===== src/rtl/commit_trace_fifo.sv =====
// Commit-trace capture: taps GPR (W stage) and DM (M stage) writes in program order
// and buffers them in a FIFO drained through a valid/ready port.
module commit_trace_fifo #(
  parameter int unsigned DEPTH     = 16,
  parameter int unsigned FILTER_R0 = 1,
  parameter int unsigned SEQ_W     = 16,
  parameter int unsigned DROP_W    = 16,
  localparam int unsigned PTR_W    = $clog2(DEPTH),
  localparam int unsigned CNT_W    = PTR_W + 1
) (
  input  logic              clk,
  input  logic              rst_n,
  input  logic              gpr_wr,
  input  logic [4:0]        gpr_waddr,
  input  logic [31:0]       gpr_wd,
  input  logic [31:0]       instr_w,
  input  logic              dm_wr,
  input  logic [31:0]       dm_addr,
  input  logic [31:0]       dm_din,
  input  logic [31:0]       instr_m,
  output logic              trc_valid,
  input  logic              trc_ready,
  output logic              trc_type,
  output logic [SEQ_W-1:0]  trc_seq,
  output logic [31:0]       trc_instr,
  output logic [31:0]       trc_addr,
  output logic [31:0]       trc_data,
  output logic [CNT_W-1:0]  count,
  output logic              ovf,
  output logic [DROP_W-1:0] drop_cnt,
  input  logic              clr_ovf
);

  localparam int unsigned DSUM_W = DROP_W + 1;

  typedef struct packed {
    logic             typ;
    logic [SEQ_W-1:0] seq;
    logic [31:0]      instr;
    logic [31:0]      addr;
    logic [31:0]      data;
  } entry_t;

  entry_t             mem [DEPTH];
  entry_t             head;
  entry_t             g_ent;
  entry_t             d_ent;

  logic [PTR_W-1:0]   wr_ptr_q;
  logic [PTR_W-1:0]   rd_ptr_q;
  logic [CNT_W-1:0]   count_q;
  logic [SEQ_W-1:0]   seq_q;
  logic               valid_q;
  logic               ovf_q;
  logic [DROP_W-1:0]  drop_q;

  logic               e_g;
  logic               push_g;
  logic               push_d;
  logic               pop;
  logic [CNT_W-1:0]   space;
  logic [CNT_W-1:0]   n_push;
  logic [1:0]         n_drop;
  logic [CNT_W-1:0]   count_nxt;
  logic [PTR_W-1:0]   d_slot;
  logic [DROP_W-1:0]  drop_base;
  logic [DSUM_W-1:0]  drop_sum;
  logic [DROP_W-1:0]  drop_nxt;

  // Event qualification and admission; space is taken before any same-cycle pop.
  always_comb begin
    e_g       = gpr_wr & ~((FILTER_R0 != 0) & (gpr_waddr == 5'd0));
    space     = CNT_W'(DEPTH) - count_q;
    push_g    = e_g & (space != '0);
    push_d    = dm_wr & (space >= (e_g ? CNT_W'(2) : CNT_W'(1)));
    pop       = valid_q & trc_ready;
    n_push    = CNT_W'(push_g) + CNT_W'(push_d);
    n_drop    = 2'(e_g & ~push_g) + 2'(dm_wr & ~push_d);
    count_nxt = count_q + n_push - CNT_W'(pop);
    d_slot    = wr_ptr_q + PTR_W'(push_g);
  end

  // GPR write is older than the coincident DM write, so it takes the lower seq.
  always_comb begin
    g_ent.typ   = 1'b0;
    g_ent.seq   = seq_q;
    g_ent.instr = instr_w;
    g_ent.addr  = {27'b0, gpr_waddr};
    g_ent.data  = gpr_wd;
    d_ent.typ   = 1'b1;
    d_ent.seq   = seq_q + SEQ_W'(e_g);
    d_ent.instr = instr_m;
    d_ent.addr  = dm_addr;
    d_ent.data  = dm_din;
  end

  // Saturating drop counter; a drop in the same cycle overrides clear.
  always_comb begin
    drop_base = clr_ovf ? '0 : drop_q;
    drop_sum  = {1'b0, drop_base} + DSUM_W'(n_drop);
    drop_nxt  = drop_sum[DROP_W] ? '1 : drop_sum[DROP_W-1:0];
  end

  always_ff @(posedge clk) begin
    if (!rst_n) begin
      wr_ptr_q <= '0;
      rd_ptr_q <= '0;
      count_q  <= '0;
      seq_q    <= '0;
      valid_q  <= 1'b0;
      ovf_q    <= 1'b0;
      drop_q   <= '0;
    end else begin
      wr_ptr_q <= wr_ptr_q + PTR_W'(n_push);
      rd_ptr_q <= rd_ptr_q + PTR_W'(pop);
      count_q  <= count_nxt;
      seq_q    <= seq_q + SEQ_W'(e_g) + SEQ_W'(dm_wr);
      valid_q  <= (count_nxt != '0);
      if (n_drop != 2'd0) begin
        ovf_q  <= 1'b1;
        drop_q <= drop_nxt;
      end else if (clr_ovf) begin
        ovf_q  <= 1'b0;
        drop_q <= '0;
      end
    end
  end

  // Storage needs no reset; validity is tracked by the pointers and count.
  always_ff @(posedge clk) begin
    if (push_g) mem[wr_ptr_q] <= g_ent;
    if (push_d) mem[d_slot]   <= d_ent;
  end

  assign head      = mem[rd_ptr_q];
  assign trc_valid = valid_q;
  assign trc_type  = head.typ;
  assign trc_seq   = head.seq;
  assign trc_instr = head.instr;
  assign trc_addr  = head.addr;
  assign trc_data  = head.data;
  assign count     = count_q;
  assign ovf       = ovf_q;
  assign drop_cnt  = drop_q;

endmodule

===== config.mk =====
export PLATFORM = sky130hd
export DESIGN_NAME = commit_trace_fifo
export DESIGN_NICKNAME = d
export VERILOG_FILES = /design/src/rtl/commit_trace_fifo.sv
export SDC_FILE = /design/constraint.sdc
export NUM_CORES = 2
export LEC_CHECK = 0
export ABC_CLOCK_PERIOD_IN_PS = 7000
export CAP_MARGIN = 20
export CORE_MARGIN = 2
export CORE_UTILIZATION = 53
export CTS_CLUSTER_DIAMETER = 30
export DETAILED_ROUTE_END_ITERATION = 8
export DONT_BUFFER_PORTS = 1
export PLACE_DENSITY = 0.8
export SKIP_LAST_GASP = 1
export SLEW_MARGIN = 20
export SYNTH_ARGS = -nofsm -noshare
export SYNTH_HDL_FRONTEND = slang
export SYNTH_SLANG_ARGS = --single-unit

===== constraint.sdc =====
create_clock -name clk -period 7 [get_ports clk]
set_input_delay 1.4 -clock clk [delete_from_list [all_inputs] [get_ports clk]]
set_output_delay 1.4 -clock clk [all_outputs]
set_load 0.05 [all_outputs]

==> metrics <==
Site Rows 150; Vias 58,650; share of the yosys chip area belonging to registers 62.1%; initial antenna violation count 1; Post-synth EDFFs 1,792; TritonCTS clock tree yes; RR Startpoint count[2]; Worst-Margin Slew 1.24 ns; Hold Path Class flop to flop; most used cell, CP ha_1; final net count 5,418; DIE HEIGHT 413 µm; Vias/cell 7.60; area grow syn2layout 16.1%; Antenna Violating Nets Remaining 0; gr ovfl total 0; Data required, critical path 7.81 ns; slowest stage delay, CP 0.94 ns; Async S/R FF share, synth 0%; Power Density 391 nW/µm²; Startpoint Class flop; leak pwr 0.0363 µW; CP Class flop to flop; Setup Fix Bufs, Post-CTS 0; first-pass GRT wire length 417 mm; Initial Util 53.2%; Netlist cell types 62; endpoints failing hold 0; Arr. time, crit path 6.97 ns; CP max-delay cell buf_4; Total GRT Usage 34.0%; vias in the first global route 59,267; Worst Skew 0.0879 ns; I/O pin count 307; share of cells above drive strength 1 25.2%; Max Cap Viol 0; port bufs 0; final setup margin 0.841 ns; Primary FF master, synth edfxtp_1; Setup-failing EPs final 0; root buf cell clkbuf_16; TritonRoute pass-1 iters 8; Hold Path End mem[14][112]; Syn Inst Count 5,526; clk slew on worst S/H paths 0.05 ns; clk buf depth 4; Avg Inst Size Synth 16.1 µm²; Mapped Nets 5,724; # hold bufs at CTS 0; WL/cell 38.1 µm; RSZ-0062 raised after global routing no; Multi-input gate area 30,600 µm²; Cell Area, Synth 88,700 µm²; Syn. warnings 0; worst min-delay path startpoint mem[14][112]; Chip Width 413 µm; H-tree levels 5; Clock Latency Late Sink 0.98 ns; final WL 294 mm; register area 55,100 µm²; total CTS buffers 378; Worst VDD drop 0.000360 V; drt initial violations 10,545; clock sink count 1,855; FF-to-FF path depth 13; slew margin rel. 17.5%; RePlAce Congestion 0.850; CORE AREA 167,000 µm²; status finished, final reports clean; die area 171,000 µm²; period utilisation layout 88.0%; Yosys top cell area share 60.7%; Worst setup EP type flop; Synth area leader edfxtp_1; Remaining DRCs 0; critical path peak fanout 59; setup TNS 0 ns; Resized Gates After CTS 0; DP HPWL 141 mm; final number of max-transition violations 0; pre-CTS setup slack 0.768 ns; Synth area leaders edfxtp_1, mux4_2, a22o_1; Ant. Diodes 0; reg2reg end mem[13][67]; fillers 10,936; worst-path cell chain inv_1 -> ha_1 -> xor2_1 -> a2111oi_2 -> nor2_1 -> ha_1 -> ha_1 -> or2_2 -> a21oi_1 -> a21boi_4 -> buf_4 -> buf_4 -> a22o_1; hold path depth 2; synthesis-stage register bit count 1,855; pin count of the biggest net entering global routing 103; Layout Utilization 61.8%; Max Clock Freq 162 MHz; FF-to-FF setup slack 0.84 ns; minimum clock period 6.16 ns
-- final cells by class --
cell class                      instances  area share [%]
Clock buffer                          412            9.35
Inverter                               28           0.102
Tap cell                             2204            2.68
Sequential cell                      1855            53.5
Clock inverter                        266            2.74
Multi-Input combinational cell       2807            29.7
Timing Repair Buffer                  150            1.93
-- registers in the layout, summed over array words and instances (netlist names) --
register / count
seq_q: 16
mem: 1808
wr_ptr_q: 4
ovf: 1
count: 5
trc_valid: 1
rd_ptr_q: 4
drop_cnt: 16
-- through the flow --
| stage | instance area [µm²] | hold WS [ns] | cells | total power (µW) |
|---|---|---|---|---|
| after floorplan | 88700 | 0.418 | 5526 | 20100 |
| after global placement | 90500 | 0.426 | 7044 | 22400 |
| after detailed placement | 90500 | 0.431 | 7044 | 22600 |
| after CTS | 103000 | 0.440 | 7722 | 40100 |
| after global routing | 103000 | 0.457 | 7722 | 41000 |
| final | 103000 | 0.439 | 7722 | 40200 |
-- routing by layer --
metal,track usage [%],vias to the layer above,part of all wire [%]
li1,-,22044,-
met1,42.6,29275,31
met2,51.1,6042,45
met3,13.7,1285,18
met4,17.4,4,5.9
met5,0,-,0.0075
-- synthesized netlist by cell type, drive strengths merged (3+ instances only) --
cell type,count
a2111oi,3
a211oi,9
a21boi,11
a21o,36
a21oi,49
a22o,1136
and2,451
and3,7
buf,311
clkbuf,525
dfxtp,63
edfxtp,1792
fa,3
ha,24
inv,28
mux4,565
nand2,87
nand2b,12
nand3,15
nand3b,3
nand4,6
nor2,50
nor2b,8
nor3,13
nor4,8
o211ai,8
o21a,17
o21ai,18
o2bb2ai,192
o31a,3
o31ai,4
or2,4
or3,8
or3b,3
or4,3
xnor2,23
xor2,13
-- critical path: cells and delay by family (launching register included) --
kind	cells	cell delay, ns
adder cells (fa/ha/maj)	3	0.94
buffers and inverters	3	1.74
AND/OR/NAND/NOR	2	0.63
flip-flops	1	0.75
AO/OA/AOI/OAI	4	1.68
XOR/XNOR	1	0.15
-- where the power goes --
group          switching, µW  leakage, µW  internal [µW]
clock                   6080      0.00598          11500
combinational           5840       0.0107           2440
sequential               483       0.0196          13900
-- worst max-delay path by stage --
stage                            start  cells after the start            to
final                         count[2]                     13   mem[13][67]
after CTS                     count[2]                     13   mem[13][69]
after global placement    gpr_waddr[4]                     18  drop_cnt[13]
after floorplan           gpr_waddr[3]                     12    mem[12][0]
after detailed placement  gpr_waddr[4]                     18   drop_cnt[4]
after global routing          count[2]                     13   mem[13][70]
-- cell usage in the layout (no fill, tap or decap), types with 9 or more instances in the layout --
master | netlist | final
nand2_1 | 87 | 71
edfxtp_1 | 1792 | 1792
nand2_4 | 0 | 16
clkinvlp_4 | 0 | 47
clkinv_1 | 0 | 47
clkinv_2 | 0 | 54
and2_1 | 451 | 451
o21ai_0 | 9 | 9
nor3_1 | 13 | 13
inv_1 | 27 | 27
mux4_2 | 565 | 565
buf_4 | 3 | 81
clkbuf_1 | 524 | 31
xor2_1 | 13 | 11
nor2_1 | 50 | 34
a22o_1 | 1136 | 1136
inv_6 | 0 | 42
o2bb2ai_1 | 192 | 192
nor2_4 | 0 | 16
buf_12 | 0 | 69
dfxtp_1 | 63 | 59
xnor2_1 | 23 | 22
clkinv_4 | 0 | 23
a21oi_1 | 49 | 49
a21o_1 | 36 | 36
nand2b_1 | 12 | 12
ha_1 | 24 | 24
nand3_1 | 15 | 15
o21a_1 | 17 | 17
clkbuf_16 | 0 | 379
bufinv_16 | 0 | 43
-- logic make-up (layout without fill, tap and decap cells) --
family	after synthesis	after routing	share of synthesized area, %
AO/OA/AOI/OAI	1490	1490	14.4
XOR/XNOR	36	36	0.355
adder cells (fa/ha/maj)	29	29	0.430
buffers and inverters	864	856	3.87
flip-flops	1855	1855	62.1
multiplexers	567	567	14.4
AND/OR/NAND/NOR	685	685	4.45
Note: power is estimated with default switching activity, not from simulation.
